[config.mk]
export PLATFORM = sky130hd
export DESIGN_NAME = video_blitter
export DESIGN_NICKNAME = d
export VERILOG_FILES = /design/src/rtl/xera4_pkg.sv /design/src/rtl/blit_regs.sv /design/src/rtl/video_blitter.sv
export SDC_FILE = /design/constraint.sdc
export NUM_CORES = 1
export LEC_CHECK = 0
export CELL_PAD_IN_SITES_DETAIL_PLACEMENT = 1
export CELL_PAD_IN_SITES_GLOBAL_PLACEMENT = 1
export CORE_MARGIN = 5
export CORE_UTILIZATION = 41
export CTS_CLUSTER_DIAMETER = 50
export DETAILED_ROUTE_END_ITERATION = 10
export HOLD_SLACK_MARGIN = 0.12
export PLACE_DENSITY = 0.83
export SLEW_MARGIN = 20
export SYNTH_ARGS = -nofsm -noshare
export SYNTH_HDL_FRONTEND = slang
export SYNTH_HIERARCHICAL = 1
export SYNTH_SLANG_ARGS = --single-unit
[constraint.sdc]
create_clock -name clk -period 3.89 [get_ports clk]
set_input_delay 1.167 -clock clk [delete_from_list [all_inputs] [get_ports clk]]
set_output_delay 1.167 -clock clk [all_outputs]
set_load 0.01 [all_outputs]
[src/rtl/xera4_pkg.sv]
// Shared definitions for the XERA4 video blitter: register offsets, CTRL bit
// positions, FSM state encoding and the default RAM address width.
package xera4_pkg;

  localparam int unsigned ADDR_W_DEF = 15;

  // Register offsets relative to BASE_PORT
  localparam logic [2:0] REG_SRC_L = 3'd0;
  localparam logic [2:0] REG_SRC_H = 3'd1;
  localparam logic [2:0] REG_DST_L = 3'd2;
  localparam logic [2:0] REG_DST_H = 3'd3;
  localparam logic [2:0] REG_LEN_L = 3'd4;
  localparam logic [2:0] REG_LEN_H = 3'd5;
  localparam logic [2:0] REG_FILL  = 3'd6;
  localparam logic [2:0] REG_CTRL  = 3'd7;

  // CTRL bit positions (write: START/MODE/ABORT, read: DONEFLAG/MODE/busy)
  localparam int unsigned CTRL_START    = 0;
  localparam int unsigned CTRL_MODE     = 1;
  localparam int unsigned CTRL_ABORT    = 2;
  localparam int unsigned CTRL_DONEFLAG = 7;

  typedef enum logic [2:0] {
    IDLE    = 3'd0,
    RD_REQ  = 3'd1,
    RD_WAIT = 3'd2,
    WR_REQ  = 3'd3,
    FINISH  = 3'd4
  } blit_state_e;

endpackage

[src/rtl/blit_regs.sv]
// Blitter register file: I/O port decode, SRC/DST/LEN/FILL/MODE/DONEFLAG
// storage with counter stepping, and the combinational readback mux.
// Ports: port_* CPU I/O bus; busy/idle/step/set_done from the FSM;
// start_c/abort_c/wmode_c decoded CTRL write; src/dst/len/fill/mode to datapath.
module blit_regs
  import xera4_pkg::*;
#(
  parameter logic [15:0] BASE_PORT = 16'h00F0,
  parameter int unsigned ADDR_W    = ADDR_W_DEF
) (
  input  logic              clk,
  input  logic              rst_n,
  input  logic [15:0]       port_add,
  input  logic [7:0]        port_wdata,
  input  logic              port_we,
  output logic [7:0]        port_rdata,
  output logic              port_sel,
  input  logic              busy,
  input  logic              idle,
  input  logic              step,
  input  logic              set_done,
  output logic              start_c,
  output logic              abort_c,
  output logic              wmode_c,
  output logic [ADDR_W-1:0] src,
  output logic [ADDR_W-1:0] dst,
  output logic [ADDR_W-1:0] len,
  output logic [7:0]        fill,
  output logic              mode
);

  logic [15:0] off_full;
  logic [2:0]  off;
  logic        wr_c;
  logic        ctrl_wr_c;
  logic        doneflag;

  // Offset subtraction makes the range check a single compare
  assign off_full  = port_add - BASE_PORT;
  assign port_sel  = (off_full < 16'd8);
  assign off       = off_full[2:0];
  assign wr_c      = port_we && port_sel;
  assign ctrl_wr_c = wr_c && (off == REG_CTRL);
  assign abort_c   = ctrl_wr_c && port_wdata[CTRL_ABORT];
  // ABORT outranks START when both arrive in one write
  assign start_c   = ctrl_wr_c && port_wdata[CTRL_START] && !port_wdata[CTRL_ABORT];
  assign wmode_c   = port_wdata[CTRL_MODE];

  // Register writes (idle only) and counter stepping on each granted write
  always_ff @(posedge clk) begin
    if (!rst_n) begin
      src      <= '0;
      dst      <= '0;
      len      <= '0;
      fill     <= '0;
      mode     <= 1'b0;
      doneflag <= 1'b0;
    end else begin
      if (wr_c && !busy) begin
        unique case (off)
          REG_SRC_L: src[7:0]        <= port_wdata;
          REG_SRC_H: src[ADDR_W-1:8] <= port_wdata[ADDR_W-9:0];
          REG_DST_L: dst[7:0]        <= port_wdata;
          REG_DST_H: dst[ADDR_W-1:8] <= port_wdata[ADDR_W-9:0];
          REG_LEN_L: len[7:0]        <= port_wdata;
          REG_LEN_H: len[ADDR_W-1:8] <= port_wdata[ADDR_W-9:0];
          REG_FILL:  fill            <= port_wdata;
          default: ;
        endcase
      end
      if (start_c && idle) begin
        mode     <= wmode_c;
        doneflag <= 1'b0;
      end
      if (step) begin
        dst <= dst + ADDR_W'(1);
        len <= len - ADDR_W'(1);
        if (!mode) src <= src + ADDR_W'(1);
      end
      // Zero-length start clears and sets on the same edge: set must win
      if (set_done) doneflag <= 1'b1;
    end
  end

  // Readback mux; counters read live
  always_comb begin
    port_rdata = 8'h00;
    if (port_sel) begin
      unique case (off)
        REG_SRC_L: port_rdata = src[7:0];
        REG_SRC_H: port_rdata = 8'(src >> 8);
        REG_DST_L: port_rdata = dst[7:0];
        REG_DST_H: port_rdata = 8'(dst >> 8);
        REG_LEN_L: port_rdata = len[7:0];
        REG_LEN_H: port_rdata = 8'(len >> 8);
        REG_FILL:  port_rdata = fill;
        default:   port_rdata = {doneflag, 5'b0, mode, busy};
      endcase
    end
  end

endmodule

[src/rtl/video_blitter.sv]
// XERA4 video blitter: copies System RAM to Video RAM or fills a Video RAM
// region with a constant byte, via req/gnt handshakes to the arbiter.
// Ports: port_* CPU I/O registers; busy/done status; sram_* read master;
// vram_* write master (vram_we mirrors vram_req).
module video_blitter
  import xera4_pkg::*;
#(
  parameter logic [15:0] BASE_PORT = 16'h00F0,
  parameter int unsigned ADDR_W    = ADDR_W_DEF
) (
  input  logic              clk,
  input  logic              rst_n,
  input  logic [15:0]       port_add,
  input  logic [7:0]        port_wdata,
  input  logic              port_we,
  output logic [7:0]        port_rdata,
  output logic              port_sel,
  output logic              busy,
  output logic              done,
  output logic              sram_req,
  input  logic              sram_gnt,
  output logic [ADDR_W-1:0] sram_add,
  input  logic [7:0]        sram_rdata,
  output logic              vram_req,
  input  logic              vram_gnt,
  output logic [ADDR_W-1:0] vram_add,
  output logic [7:0]        vram_wdata,
  output logic              vram_we
);

  blit_state_e       state, state_nx;
  logic              busy_nx, done_nx, sram_req_nx, vram_req_nx;
  logic [ADDR_W-1:0] sram_add_nx, vram_add_nx;
  logic [7:0]        vram_wdata_nx;
  logic              step_c, set_done_c;
  logic              start_c, abort_c, wmode_c;
  logic [ADDR_W-1:0] src, dst, len;
  logic [7:0]        fill;
  logic              mode;

  assign vram_we = vram_req;
  assign step_c  = vram_req && vram_gnt;

  blit_regs #(.BASE_PORT(BASE_PORT), .ADDR_W(ADDR_W)) u_regs (
    .clk       (clk),
    .rst_n     (rst_n),
    .port_add  (port_add),
    .port_wdata(port_wdata),
    .port_we   (port_we),
    .port_rdata(port_rdata),
    .port_sel  (port_sel),
    .busy      (busy),
    .idle      (state == IDLE),
    .step      (step_c),
    .set_done  (set_done_c),
    .start_c   (start_c),
    .abort_c   (abort_c),
    .wmode_c   (wmode_c),
    .src       (src),
    .dst       (dst),
    .len       (len),
    .fill      (fill),
    .mode      (mode)
  );

  // State and registered bus outputs
  always_ff @(posedge clk) begin
    if (!rst_n) begin
      state      <= IDLE;
      busy       <= 1'b0;
      done       <= 1'b0;
      sram_req   <= 1'b0;
      sram_add   <= '0;
      vram_req   <= 1'b0;
      vram_add   <= '0;
      vram_wdata <= '0;
    end else begin
      state      <= state_nx;
      busy       <= busy_nx;
      done       <= done_nx;
      sram_req   <= sram_req_nx;
      sram_add   <= sram_add_nx;
      vram_req   <= vram_req_nx;
      vram_add   <= vram_add_nx;
      vram_wdata <= vram_wdata_nx;
    end
  end

  // Next state and next output values; vram_wdata doubles as the data register
  always_comb begin
    state_nx      = state;
    busy_nx       = busy;
    done_nx       = 1'b0;
    sram_req_nx   = sram_req;
    sram_add_nx   = sram_add;
    vram_req_nx   = vram_req;
    vram_add_nx   = vram_add;
    vram_wdata_nx = vram_wdata;
    set_done_c    = 1'b0;
    unique case (state)
      IDLE: begin
        if (start_c) begin
          if (len == '0) begin
            state_nx   = FINISH;
            done_nx    = 1'b1;
            set_done_c = 1'b1;
          end else if (wmode_c) begin
            state_nx      = WR_REQ;
            busy_nx       = 1'b1;
            vram_req_nx   = 1'b1;
            vram_add_nx   = dst;
            vram_wdata_nx = fill;
          end else begin
            state_nx    = RD_REQ;
            busy_nx     = 1'b1;
            sram_req_nx = 1'b1;
            sram_add_nx = src;
          end
        end
      end
      RD_REQ: begin
        if (sram_gnt) begin
          state_nx    = RD_WAIT;
          sram_req_nx = 1'b0;
        end
      end
      RD_WAIT: begin
        state_nx      = WR_REQ;
        vram_req_nx   = 1'b1;
        vram_add_nx   = dst;
        vram_wdata_nx = sram_rdata;
      end
      WR_REQ: begin
        if (vram_gnt) begin
          if (len == ADDR_W'(1)) begin
            state_nx    = FINISH;
            busy_nx     = 1'b0;
            done_nx     = 1'b1;
            set_done_c  = 1'b1;
            vram_req_nx = 1'b0;
          end else if (mode) begin
            vram_add_nx = dst + ADDR_W'(1);
          end else begin
            state_nx    = RD_REQ;
            vram_req_nx = 1'b0;
            sram_req_nx = 1'b1;
            sram_add_nx = src + ADDR_W'(1);
          end
        end
      end
      FINISH:  state_nx = IDLE;
      default: state_nx = IDLE;
    endcase
    // Abort overrides everything; a write granted this edge still steps counters
    if (abort_c) begin
      state_nx    = IDLE;
      busy_nx     = 1'b0;
      done_nx     = 1'b0;
      sram_req_nx = 1'b0;
      vram_req_nx = 1'b0;
      set_done_c  = 1'b0;
    end
  end

endmodule

After elaboration in Yosys (flattened, before gate mapping)
Cells that the tools add are included.
{"block": "op_classes", "add_sub_neg": 4, "n_lt_le_gt_ge": 1, "eq_ne": 22, "muxes": 69, "n_bitwise": 1, "n_reduce_logical": 36}
{"cell": "$mux W15", "n": 19}
{"cell": "$mux W8", "n": 7}
{"cell": "$pmux W8 S7", "n": 1}
{"cell": "$pmux W15 S3", "n": 1}
{"cell": "$add A15 B1 Y15 const B", "n": 2}
{"cell": "$pmux W15 S2", "n": 1}
{"cell": "$mux W1", "n": 24}
{"cell": "$mux W7", "n": 3}
{"cell": "$mux W3", "n": 6}
{"cell": "$ne A2 B2 Y1 const B", "n": 9}
{"cell": "$lt A16 B4 Y1 const B", "n": 1}
{"cell": "$pmux W8 S2", "n": 1}
{"cell": "$reduce_bool A2 Y1", "n": 8}
{"cell": "$sub A16 B8 Y16 const B", "n": 1}
{"cell": "$eq A15 B1 Y1 const B", "n": 1}
{"cell": "$logic_not A15 Y1", "n": 1}
{"cell": "$sub A15 B1 Y15 const B", "n": 1}
{"cell": "$reduce_and A7 Y1", "n": 2}
{"cell": "$eq A3 B2 Y1 const B", "n": 4}
{"cell": "$eq A3 B3 Y1 const B", "n": 4}
{"cell": "$pmux W3 S4", "n": 1}
{"cell": "$reduce_and A2 Y1", "n": 5}
{"cell": "$logic_and A1 B1 Y1", "n": 8}
{"cell": "$reduce_and A4 Y1", "n": 2}
{"cell": "14 further kinds", "n": 20}
{"block": "totals", "ff_bits": 100, "inputBits": 37, "output_inout_bits": 52}

Logic depth before layout (Yosys ltp)
Gate-level depths: netlist (run 1).
{"block": "depth", "ltp_word": 10, "mapped_depth": 11, "depth_no_buf": 9}

By module
The synthesis (run 1) kept the hierarchy.
{"module": "blit_regs", "instances": 1, "cells_per_inst": 450, "area_per_inst_um2": 3507.1, "seq_area_each_um2": 1101.1}
{"module": "video_blitter", "instances": 1, "cells_per_inst": 292, "area_per_inst_um2": 2610.0, "seq_area_each_um2": 900.9}

Worst setup path after synthesis (run 1)
OpenSTA, ideal clock, no wires.
{"block": "synth_path", "path_kind": "input-to-output", "from": "input port port_add[1]", "to": "output port port_rdata[6]", "arrival_ns": 2.479, "t_required_ns": 2.723, "path_slack_ns": 0.244, "path_stages": 6, "path_buffers": 3, "path_cell_list": "clkbuf_1 > buf_2 > buf_1 > mux4_2 > mux2i_1 > nor2_1"}
{"block": "synth_between", "elab_chain_len": 4, "word_cells_on_any_way": 11, "classes_between": "1 x add/sub; 1 x order compare; 6 x eq/ne; 2 x mux; 1 x reduce/logical"}
{"element": "start: declaration", "line_no": "video_blitter.sv:13", "text": "input logic [15:0] port_add,"}
{"element": "$sub A16 B8 Y16 (*)", "line_no": "blit_regs.sv:39", "text": "assign off_full = port_add - BASE_PORT;"}
{"element": "parallel branches: the longest is 2 deep, another holds $lt A16 B4 Y1"}
{"element": "$mux W8 (*)", "line_no": "blit_regs.sv:88", "text": "if (port_sel) begin"}
{"element": "end: declaration", "line_no": "video_blitter.sv:16", "text": "output logic [7:0] port_rdata,"}
Every way passes the cells marked *.

Final worst setup path (run 1)
{"block": "layout_path", "from": "input port port_add[0]", "to": "output port port_rdata[0]"}
Same word-level chain as after synthesis.

==> impl_metrics.tcl, run 1 <==
set metrics [dict create \
    fmax_ghz 0.259 \
    cts.sinks 100 \
    critPathArrivalTime_ns 2.70 \
    rrSetupSlack_ns 1.52 \
    start_kind "input pin" \
    critical_path_required_ns 2.72 \
    slowest_stage "a221oi_1" \
    synth_area_per_cell_um2 8.24 \
    cp_slowest_stage_delay_ns 0.33 \
    synth_edf_count 0 \
    hold_end "vram_add[0]$_SDFFE_PN0P_" \
    final_cell_mix "100 x dfxtp_1, 80 x nor2_1, 69 x a21oi_1" \
    synth.net_count 784 \
    power-per-cell-area_nw_per_um2 273 \
    vias 6596 \
    fin_util 0.546 \
    dieArea_um2 17500 \
    cts_buffer_depth 2 \
    routed_wl_um 23900 \
    fin_tns_setup_ns 0 \
    async_flop_share 0 \
    ys_warn_count 6 \
    die_w_um 132 \
    start_util 0.419 \
    setup-violations-final 0 \
    h-tree-depth 3 \
    crit_chain "dlygate4sd2_1, buf_12, buf_4, nor2b_1, a221oi_1, a31oi_1, o221a_2, buf_2" \
    grt_pass1_vias 6750 \
    drt_first_pass_iters 5 \
    period_minus_slack_ns 3.87 \
    outcome "complete, no violations" \
    cts_tree "done" \
    cts.clk_slew.worst_paths_ns 0.07 \
    crit_type "in2out" \
    hold_path.startpoint "vram_add[0]$_SDFFE_PN0P_" \
    syn_inst 742 \
    ys_types 73 \
    hold_ws_ns 0.506 \
    final_nets 900 \
    drt.antenna.violating_nets 0 \
    relSlewSlack 0.511 \
    place_hpwl_um 17300 \
    worst_pin_slew_ns 0.732 \
    endpoint_kind "primary output" \
    hold_violations 0 \
    grt_max_degree 40 \
    grt_antenna_before_repair 0 \
    layout_commonest_cell "dfxtp_1" \
    finalWeightedCongestion 0.944 \
    clockRootBuffer "clkbuf_16" \
    viasPerCell 6.30 \
    area_growth_syn_to_layout_pct 30.3 \
    ys.flop_type "dfxtp_1" \
    ys_seq_elements 100 \
    clock_latency_ns 0.36 \
    core_area_um2 14600 \
    finalCritPeriodShare 0.994 \
    port_buffers 88 \
    wl_per_cell_um 22.8 \
    netlist_area_um2 6120 \
    hold_path.class "reg2reg" \
    r2r_cells 5 \
    fin_skew_ns 0.0103 \
    drv_cap 0 \
    slew_violations 0 \
    numCtsBuffers 9 \
    post_route_cells_drive_above_1_share 0.175 \
    yosysSeqAreaShare 0.327 \
    r2r-start "state[0]$_SDFFE_PP0P_" \
    vdd_drop_max_uv 204 \
    io_pins 89 \
    drt-initial-drc-count 663 \
    crit_path_max_fanout 11 \
    postCtsHoldBufs 0 \
    power.leakage_nw 2.84 \
    row_count 44 \
    overflow 0 \
    die_h_um 132 \
    grt_pass1_wl_um 37900 \
    grt_usage 0.267 \
    drc_errors 0 \
    r2r_end "vram_add[10]$_SDFFE_PN0P_" \
    holdPathStages 2 \
]
kinds of logic after synthesis:
group | count (synthesis) | synth area share
compound gates | 202 | 0.232
xor+xnor | 28 | 0.0401
fa+ha+maj | 5 | 0.0102
buf+inv | 64 | 0.0499
flops | 100 | 0.327
mux | 36 | 0.0677
simple gates | 307 | 0.273
repair_timing:
action	in CTS	in global routing
endpoints found under the setup margin	9	5
buffers inserted	6	4
cloned	1	1
pin swaps	5	5
gates resized for setup	65	4
worst max-delay path by stage:
| stage | from | to | slack (ns) |
|---|---|---|---|
| floorplan | port_add[1] | port_rdata[6] | 0.24 |
| global placement | port_add[7] | port_rdata[5] | -0.62 |
| detailed placement | port_add[7] | port_rdata[5] | -0.68 |
| CTS | port_add[1] | port_rdata[4] | 0.006 |
| global route | port_add[0] | port_rdata[0] | -0.06 |
| finish | port_add[0] | port_rdata[0] | 0.02 |
state kept, by name (all words and copies together), names as in the netlist:
register and count:
sram_req 1, done 1, state 3, sram_add 15, vram_req 1, vram_add 15
u_regs/len 15, u_regs/mode 1, u_regs/doneflag 1, busy 1, u_regs/fill 8, u_regs/src 15
u_regs/dst 15, vram_wdata 8
synthesized netlist by cell type, drive strengths merged, types with 6 or more instances:
| cell | n | area, um2 |
|---|---|---|
| clkbuf | 22 | 82.6 |
| a2bb2oi | 11 | 96.3 |
| o311ai | 6 | 60.1 |
| and2 | 7 | 46.3 |
| nor4 | 14 | 151 |
| o211ai | 8 | 60.1 |
| inv | 13 | 48.8 |
| nor2b | 9 | 56.3 |
| a31oi | 10 | 62.6 |
| xnor2 | 11 | 96.3 |
| nor3 | 23 | 125 |
| nor2 | 84 | 315 |
| and3 | 13 | 81.3 |
| a21oi | 71 | 355 |
| nand2 | 48 | 180 |
| and4 | 8 | 70.1 |
| nand4 | 24 | 156 |
| mux2i | 29 | 290 |
| nand3 | 42 | 210 |
| xor2 | 17 | 149 |
| nand2b | 7 | 43.8 |
| buf | 29 | 174 |
| dfxtp | 100 | 2000 |
| a211oi | 29 | 298 |
| o21ai | 29 | 145 |
per-stage QoR:
stage               worst slack (ns)  area [um2]  power (mW)  std cells
finish                        0.0228        7970        2.17       1047
global route                 -0.0581        7970        2.23       1046
CTS                          0.00629        7900        2.18       1041
detailed placement            -0.685        7460        1.19       1019
global placement              -0.621        7460        1.19       1019
floorplan                      0.244        6120        1.10        742
area by class of cell:
type / count / area [um2]
inverter: 13 / 48.8
antenna: 1 / 2.50
clock inverter: 5 / 85.1
fill: 1693 / 6620
clock buffer: 10 / 229
multi-input combinational: 578 / 3920
tap: 184 / 230
timing repair buffer: 156 / 1450
sequential: 100 / 2000
routing by layer:
metal  part of all wire  global-route usage  wire, um  up-vias
li1                   -                   -         -     2999
met1               0.41               0.335      9810     3256
met2               0.49               0.453     11700      275
met3              0.066              0.0504      1590       66
met4              0.033               0.102       799        0
met5                  0                   0         0        -
report_power, final:
part	leakage [nW]	internal, mW	total, mW	switching, mW
Combinational	1.89	0.0780	0.170	0.0915
Clock	0.149	0.564	0.981	0.417
Sequential	0.805	1.02	1.02	0.0000111
Total	2.84	1.66	2.17	0.509
critical path, delay by kind of cell:
kind,cells,cell delay [ns]
buffers and inverters,4,0.69
AOI/OAI and AO/OA,3,0.70
and+or+nand+nor,1,0.14
Power figures use the tool's default switching activity.
==> run 2, diff against run 1 <==
- ABC_CLOCK_PERIOD_IN_PS: not set -> 3890
==> results of run 2 <==
The final DEF is identical to that of run 1; final timing and power are the same.
==> run 3, diff against run 2 <==
- ABC_CLOCK_PERIOD_IN_PS: 3890 -> not set
- CTS_CLUSTER_SIZE: not set -> 24
==> results of run 3 <==
The final DEF is identical to that of run 1; final timing and power are the same.
